[src/rtl/ex_pkg.sv]
// Shared definitions for the multi-channel MCU SPI expansion push block:
// register map, STATUS bit positions, receiver FSM states and the
// channel-index width helper.
package ex_pkg;

    // Register offsets within the module window (addr[7:0])
    localparam logic [7:0] REG_CTRL   = 8'h00;
    localparam logic [7:0] REG_STATUS = 8'h01;
    localparam logic [7:0] REG_FCNT_L = 8'h02;
    localparam logic [7:0] REG_FCNT_H = 8'h03;
    localparam logic [7:0] REG_SEL    = 8'h04;

    // CTRL bit positions
    localparam int CTRL_EN  = 0;
    localparam int CTRL_CLR = 1;

    // STATUS bit positions
    localparam int ST_FRAME   = 0;
    localparam int ST_OVERRUN = 1;
    localparam int ST_SHORT   = 2;

    // Per-channel receiver states
    typedef enum logic [1:0] {
        IDLE  = 2'd0,
        RECV  = 2'd1,
        CHECK = 2'd2
    } rx_state_t;

    // Channel-index width: at least one bit even for a single channel
    function automatic int calc_cw(input int n);
        return (n > 1) ? $clog2(n) : 1;
    endfunction

endpackage

[src/rtl/ex_spi_rx.sv]
// One MCU SPI slave receive channel: synchronises csn/sck/mosi into the
// system clock, assembles MSB-first bytes into a frame buffer and reports
// the outcome of each chip-select frame with single-cycle pulses.
module ex_spi_rx
    import ex_pkg::*;
#(
    parameter int EXP_W = 256
) (
    input  logic             clk_sys,
    input  logic             rst,
    input  logic             csn,
    input  logic             sck,
    input  logic             mosi,
    output logic [EXP_W-1:0] frame_buf,
    output logic             frame_full,
    output logic             frame_done,
    output logic             short_err,
    output logic             overrun
);

    localparam int             NBYTES  = EXP_W / 8;
    localparam int             BCW     = $clog2(NBYTES + 1);
    localparam logic [BCW-1:0] BC_FULL = BCW'(NBYTES);

    logic csn_s1_reg, csn_s2_reg, csn_d_reg;
    logic sck_s1_reg, sck_s2_reg, sck_d_reg;
    logic mosi_s1_reg, mosi_s2_reg;
    logic csn_rise_reg, csn_fall_reg, sck_rise_reg, mosi_q_reg;

    rx_state_t      state_reg;
    logic [2:0]     bit_cnt_reg;
    logic [6:0]     shreg_reg;
    logic [BCW-1:0] byte_cnt_reg;

    // Two-stage synchronisers, a delayed copy, and registered edge events.
    // csn resets low so that a reset released in the middle of a transfer
    // (csn still low) never looks like a fresh falling edge; the rising
    // edge that appears when csn is idle-high after reset is ignored in IDLE.
    always_ff @(posedge clk_sys or posedge rst) begin
        if (rst) begin
            csn_s1_reg   <= 1'b0;
            csn_s2_reg   <= 1'b0;
            csn_d_reg    <= 1'b0;
            sck_s1_reg   <= 1'b0;
            sck_s2_reg   <= 1'b0;
            sck_d_reg    <= 1'b0;
            mosi_s1_reg  <= 1'b0;
            mosi_s2_reg  <= 1'b0;
            csn_rise_reg <= 1'b0;
            csn_fall_reg <= 1'b0;
            sck_rise_reg <= 1'b0;
            mosi_q_reg   <= 1'b0;
        end else begin
            csn_s1_reg   <= csn;
            csn_s2_reg   <= csn_s1_reg;
            csn_d_reg    <= csn_s2_reg;
            sck_s1_reg   <= sck;
            sck_s2_reg   <= sck_s1_reg;
            sck_d_reg    <= sck_s2_reg;
            mosi_s1_reg  <= mosi;
            mosi_s2_reg  <= mosi_s1_reg;
            csn_rise_reg <= csn_s2_reg & ~csn_d_reg;
            csn_fall_reg <= ~csn_s2_reg & csn_d_reg;
            sck_rise_reg <= sck_s2_reg & ~sck_d_reg;
            // mosi travels the same depth as sck, so it stays aligned to the edge
            mosi_q_reg   <= mosi_s2_reg;
        end
    end

    // Frame FSM: collect bits while selected, evaluate the byte count in CHECK
    always_ff @(posedge clk_sys or posedge rst) begin
        if (rst) begin
            state_reg    <= IDLE;
            bit_cnt_reg  <= 3'd0;
            shreg_reg    <= 7'd0;
            byte_cnt_reg <= '0;
            frame_buf    <= '0;
            frame_done   <= 1'b0;
            short_err    <= 1'b0;
            overrun      <= 1'b0;
        end else begin
            frame_done <= 1'b0;
            short_err  <= 1'b0;
            overrun    <= 1'b0;
            case (state_reg)
                IDLE: begin
                    if (csn_fall_reg) begin
                        state_reg    <= RECV;
                        bit_cnt_reg  <= 3'd0;
                        byte_cnt_reg <= '0;
                        frame_buf    <= '0;
                    end
                end
                RECV: begin
                    if (csn_rise_reg) begin
                        // Any partial byte still in the shifter is dropped here
                        state_reg  <= CHECK;
                        frame_done <= 1'b1;
                        short_err  <= (byte_cnt_reg != '0) && (byte_cnt_reg != BC_FULL);
                    end else if (sck_rise_reg) begin
                        bit_cnt_reg <= bit_cnt_reg + 3'd1;
                        shreg_reg   <= {shreg_reg[5:0], mosi_q_reg};
                        if (bit_cnt_reg == 3'd7) begin
                            if (byte_cnt_reg == BC_FULL) begin
                                overrun <= 1'b1;
                            end else begin
                                frame_buf    <= {frame_buf[EXP_W-9:0], shreg_reg, mosi_q_reg};
                                byte_cnt_reg <= byte_cnt_reg + BCW'(1);
                            end
                        end
                    end
                end
                CHECK: begin
                    state_reg <= IDLE;
                end
                default: begin
                    state_reg <= IDLE;
                end
            endcase
        end
    end

    // A completed frame holds exactly the buffer's worth of bytes
    assign frame_full = (byte_cnt_reg == BC_FULL);

endmodule

[src/rtl/ex_push_mc.sv]
// Multi-channel MCU SPI expansion push: NCH receive channels, a commit
// mux that lets only the selected channel update exp_data, and the fx-bus
// register slave (enable, sticky status, frame counter, select readback).
module ex_push_mc
    import ex_pkg::*;
#(
    parameter int NCH   = 2,
    parameter int EXP_W = 256,
    parameter int CW    = calc_cw(NCH)
) (
    input  logic             clk_sys,
    input  logic             rst,
    input  logic [NCH-1:0]   mcu_csn,
    input  logic [NCH-1:0]   mcu_sck,
    input  logic [NCH-1:0]   mcu_mosi,
    input  logic [CW-1:0]    mcu_sel,
    output logic [EXP_W-1:0] exp_data,
    output logic             exp_vld,
    input  logic             fx_wr,
    input  logic [15:0]      fx_waddr,
    input  logic [7:0]       fx_data,
    input  logic             fx_rd,
    input  logic [15:0]      fx_raddr,
    output logic [7:0]       fx_q,
    input  logic [5:0]       mod_id
);

    logic [EXP_W-1:0] ch_buf [NCH];
    logic [NCH-1:0]   ch_full;
    logic [NCH-1:0]   ch_done;
    logic [NCH-1:0]   ch_short;
    logic [NCH-1:0]   ch_ovr;

    logic             en_reg;
    logic [2:0]       status_reg;
    logic [2:0]       status_next;
    logic [15:0]      fcnt_reg;
    logic [15:0]      fcnt_next;

    logic             commit;
    logic [EXP_W-1:0] commit_data;

    logic             wr_hit, rd_hit;
    logic             ctrl_wr, status_wr, fcnt_l_wr, fcnt_h_wr, clr_wr;
    logic [7:0]       rd_mux;

    generate
        for (genvar gi = 0; gi < NCH; gi++) begin : g_ch
            ex_spi_rx #(
                .EXP_W (EXP_W)
            ) u_rx (
                .clk_sys    (clk_sys),
                .rst        (rst),
                .csn        (mcu_csn[gi]),
                .sck        (mcu_sck[gi]),
                .mosi       (mcu_mosi[gi]),
                .frame_buf  (ch_buf[gi]),
                .frame_full (ch_full[gi]),
                .frame_done (ch_done[gi]),
                .short_err  (ch_short[gi]),
                .overrun    (ch_ovr[gi])
            );
        end
    endgenerate

    // Commit mux: only the selected channel's full frame, and only when enabled.
    // mcu_sel is looked at only while that channel sits in CHECK.
    always_comb begin
        commit      = 1'b0;
        commit_data = '0;
        for (int i = 0; i < NCH; i++) begin
            if ((mcu_sel == CW'(i)) && ch_done[i] && ch_full[i]) begin
                commit      = en_reg;
                commit_data = ch_buf[i];
            end
        end
    end

    // Output register: exp_data holds the last committed frame
    always_ff @(posedge clk_sys or posedge rst) begin
        if (rst) begin
            exp_data <= '0;
            exp_vld  <= 1'b0;
        end else begin
            exp_vld <= commit;
            if (commit) begin
                exp_data <= commit_data;
            end
        end
    end

    // Bus address decode: module id in [15:10], [9:8] must be zero
    always_comb begin
        wr_hit    = fx_wr && (fx_waddr[15:10] == mod_id) && (fx_waddr[9:8] == 2'b00);
        rd_hit    = fx_rd && (fx_raddr[15:10] == mod_id) && (fx_raddr[9:8] == 2'b00);
        ctrl_wr   = wr_hit && (fx_waddr[7:0] == REG_CTRL);
        status_wr = wr_hit && (fx_waddr[7:0] == REG_STATUS);
        fcnt_l_wr = wr_hit && (fx_waddr[7:0] == REG_FCNT_L);
        fcnt_h_wr = wr_hit && (fx_waddr[7:0] == REG_FCNT_H);
        clr_wr    = ctrl_wr && fx_data[CTRL_CLR];
    end

    // Next-state for sticky status and frame counter: set beats clear,
    // CLR beats a same-cycle increment or preset
    always_comb begin
        status_next = status_reg & ~(status_wr ? fx_data[2:0] : 3'b000);
        status_next[ST_FRAME]   = status_next[ST_FRAME]   | commit;
        status_next[ST_OVERRUN] = status_next[ST_OVERRUN] | (|ch_ovr);
        status_next[ST_SHORT]   = status_next[ST_SHORT]   | (|ch_short);

        fcnt_next = fcnt_reg + {15'd0, commit};
        if (fcnt_l_wr) begin
            fcnt_next[7:0] = fx_data;
        end
        if (fcnt_h_wr) begin
            fcnt_next[15:8] = fx_data;
        end
        if (clr_wr) begin
            fcnt_next = 16'd0;
        end
    end

    // Register file state
    always_ff @(posedge clk_sys or posedge rst) begin
        if (rst) begin
            en_reg     <= 1'b1;
            status_reg <= 3'b000;
            fcnt_reg   <= 16'd0;
        end else begin
            if (ctrl_wr) begin
                en_reg <= fx_data[CTRL_EN];
            end
            status_reg <= status_next;
            fcnt_reg   <= fcnt_next;
        end
    end

    // Read data selection; CLR is self-clearing so it always reads 0
    always_comb begin
        case (fx_raddr[7:0])
            REG_CTRL:   rd_mux = {7'd0, en_reg};
            REG_STATUS: rd_mux = {5'd0, status_reg};
            REG_FCNT_L: rd_mux = fcnt_reg[7:0];
            REG_FCNT_H: rd_mux = fcnt_reg[15:8];
            REG_SEL:    rd_mux = 8'(mcu_sel);
            default:    rd_mux = 8'h00;
        endcase
    end

    // Registered read port: zero unless this cycle's read hit the module
    always_ff @(posedge clk_sys or posedge rst) begin
        if (rst) begin
            fx_q <= 8'h00;
        end else begin
            fx_q <= rd_hit ? rd_mux : 8'h00;
        end
    end

endmodule

[config.mk]
export PLATFORM = sky130hd
export DESIGN_NAME = ex_push_mc
export DESIGN_NICKNAME = d
export VERILOG_FILES = /design/src/rtl/ex_pkg.sv /design/src/rtl/ex_spi_rx.sv /design/src/rtl/ex_push_mc.sv
export SDC_FILE = /design/constraint.sdc
export NUM_CORES = 2
export LEC_CHECK = 0
export CAP_MARGIN = 10
export CORE_ASPECT_RATIO = 1.25
export CORE_MARGIN = 2
export CORE_UTILIZATION = 52
export CTS_CLUSTER_DIAMETER = 30
export DETAILED_ROUTE_END_ITERATION = 10
export MAX_ROUTING_LAYER = met4
export PLACE_DENSITY = 0.83
export SLEW_MARGIN = 20
export SYNTH_ARGS = -nofsm -noshare
export SYNTH_HDL_FRONTEND = slang
export SYNTH_SLANG_ARGS = --single-unit
[constraint.sdc]
create_clock -name clk_sys -period 24.7 [get_ports clk_sys]
set_input_delay 2.47 -clock clk_sys [delete_from_list [all_inputs] [get_ports clk_sys]]
set_output_delay 2.47 -clock clk_sys [all_outputs]
set_load 0.01 [all_outputs]
==> run metrics <==
max reg flops 512; Synth Instances 3692; core area 0.0684 mm2; max-slew violations 0; crit path cell chain clkdlybuf4s50_1 -> nand4_4 -> a21boi_4 -> buf_12 -> buf_4 -> buf_4 -> nor2_1 -> a21oi_1; Crit Path Category in2reg; power after layout ~3600 uW; gpl congestion 0.857; crit path max fanout 251; TNS Setup 0 ns; capturing point of the worst reg2reg path exp_data[141]$_DFFE_PP0N_; antenna viol nets, final 0; Core Util, Final 0.644; kind of start point of the critical path primary input; GRT busiest layer met2; post-cts sizing count 0; R2R cell count 10; M2 GR Usage 0.433; slowest CP cell buf_4; clock-pin slew on the worst setup and hold paths about 0.060 ns; most common cell after layout, fill and taps aside nand2_1; Synth area leader dfrtp_1; ys flop type dfrtp_1; Synth cell types 51; area grow syn2layout 22.2%; overall routing resource usage 0.269; grt met1 use 0.338; Post-synth EDFFs 0; clock tree root buffer cell clkbuf_16; asr flop ratio synth 1.00; Max-slew headroom 0.241; CP endpoint kind register; global-route wire length before repair 148000 um; Design Area, Final 0.0441 mm2; GR Overflow Total 0; fmax 162 MHz; Tcrit/Tclk final 0.249; WL/cell 18.6 um; Setup Fix Bufs, Post-CTS 0; initial antenna violation count 1; largest net degree at the start of global routing 269; max_cap viols 0; Cell Area, Synth 0.0361 mm2; # rows 107; min Tclk post-route 6.16 ns; Hold Path Sink g_ch[1].u_rx.mosi_q_reg$_DFF_PP0_; Clk Latency, worst-skew pair 0.70 ns; status finished clean; PortBufs about 320; Starting Density 0.527; placed inst area 0.0395 mm2; pwr dens 81.6 mW/mm2; Synth Warn # 0; vias in the first global route 27300; DR pass1 iterations 8; WL final 92200 um; CP required 25.32 ns; Die X about 240 um; endpoints failing hold 0; CTS Buf Count 133; hold_ws ~0.35 ns; R2R Setup Slk 19.86 ns; HPWL reported at the end of detailed placement 56700 um; Post-CTS Hold Buffers 0; cell mode on critical path buf_4; DRT iter0 DRCs between 2000 and 3000; # setup viols final 0; via/cell ratio 5.49; # fillers 5226; I/O pin count 322; GR Util met3 0.0487; Hold Crit Depth 0; FF-to-FF Start g_ch[1].u_rx.byte_cnt_reg[0]$_DFFE_PP0P_; top-area cell type share of the netlist area 0.598; most frequent cells in the layout nand2_1, dfrtp_1, o21ai_0, clkdlybuf4s50_1, nor2_1; total number of vias around 27000; Worst EP arrival between 6 and 7 ns; sequential cell area fraction in the yosys report 0.599; CP max stage delay ~0.94 ns; die area 0.0715 mm2; Worst-Margin Slew ~1.1 ns; unrepaired setup endpoints after global routing no; Sink Count 863; H-tree depth 4; Vert. Die Dim 298 um; syn_nets 3759; clock tree buffer depth 3; layout cells sized above 1 0.0745; ranking of synthesized cells by area dfrtp_1, nand2_1, mux2i_1, o21ai_0, a21oi_1; hold_sp g_ch[1].u_rx.mosi_s2_reg$_DFF_PP0_; number of remaining DRC errors 0; Hold WC Path Type reg2reg; P_leak 0.0207 uW; #FFs+latches synth between 800 and 900; CTS tree done; mean post-synth cell area 9.77 um2; VDD IR max 0.0596 mV; number of nets in the layout 3987; clk_skew about 0.032 ns
[final cells by class]
| class | instances | area [um2] | area share |
|---|---|---|---|
| flip-flops and latches | 863 | 21600 | 0.490 |
| multi-input cells | 2559 | 13100 | 0.298 |
| clock buffers | 163 | 3680 | 0.0834 |
| repair buffers | 353 | 3540 | 0.0804 |
| well taps | 926 | 1160 | 0.0263 |
| clock inverters | 79 | 910 | 0.0206 |
| inverters | 10 | 41.3 | 0.000937 |
| diodes | 1 | 2.50 | 0.0000568 |
[synth_stat cells (6+ instances only)]
| master | n |
|---|---|
| dfrtp_1 | 862 |
| nor2_1 | 284 |
| a22o_1 | 6 |
| nor4_1 | 6 |
| xnor2_1 | 14 |
| buf_6 | 22 |
| and2_1 | 10 |
| buf_2 | 85 |
| ha_1 | 10 |
| nor2b_1 | 13 |
| mux2i_1 | 270 |
| nand4_1 | 6 |
| o21ai_1 | 108 |
| clkbuf_1 | 110 |
| buf_4 | 18 |
| a21oi_1 | 266 |
| xor2_1 | 16 |
| nand3_1 | 12 |
| nand2_1 | 1040 |
| inv_1 | 10 |
| o21ai_0 | 416 |
| mux2_2 | 21 |
| nand2b_1 | 6 |
| buf_1 | 25 |
[worst max-delay path by stage]
stage	start	to	depth (start not counted)	slack (ns)
final	mcu_sel	exp_data[141]$_DFFE_PP0N_	8	18.54
after global routing	mcu_sel	exp_data[150]$_DFFE_PP0N_	8	18.26
after CTS	mcu_sel	exp_data[141]$_DFFE_PP0N_	8	18.69
after detailed placement	mcu_sel	exp_data[141]$_DFFE_PP0N_	8	18.00
after global placement	rst	exp_data[135]$_DFFE_PP0N_	6	18.05
after floorplan	rst	exp_data[0]$_DFFE_PP0N_	1	10.37
[metrics by stage]
step           cells  setup slack [ns]
3_5_place_dp    4710             18.00
6_report        4954             18.54
4_1_cts         4952             18.69
5_1_grt         4954             18.26
2_1_floorplan   3692             10.37
3_3_place_gp    4710             18.05
[logic make-up after synthesis]
logic type / synth area share
AO/OA/AOI/OAI: 0.117
XOR/XNOR: 0.00729
adder cells (fa/ha/maj): 0.00347
buffers and inverters: 0.0375
flip-flops: 0.599
multiplexers: 0.0815
AND/OR/NAND/NOR: 0.154
[metal layers]
metal,up-vias,routed length (um)
met5,-,0
li1,12700,-
met1,13400,37400
met2,903,46500
met3,198,5280
met4,0,3100
[worst max-delay path: cells and delay by family]
| family | cells | cell delay (ns) |
|---|---|---|
| buffers and inverters | 4 | 2.83 |
| AND/OR/NAND/NOR | 2 | 0.62 |
| AO/OA/AOI/OAI | 2 | 0.55 |
[report_power, final]
part / leakage (uW) / switching, uW / internal [uW]
registers: 0.0120 / 21.0 / 1440
clock network: 0.00221 / 695 / 1200
logic: 0.00650 / 201 / 40.5
total: 0.0207 / 917 / 2680
Power figures use the tool's default switching activity.
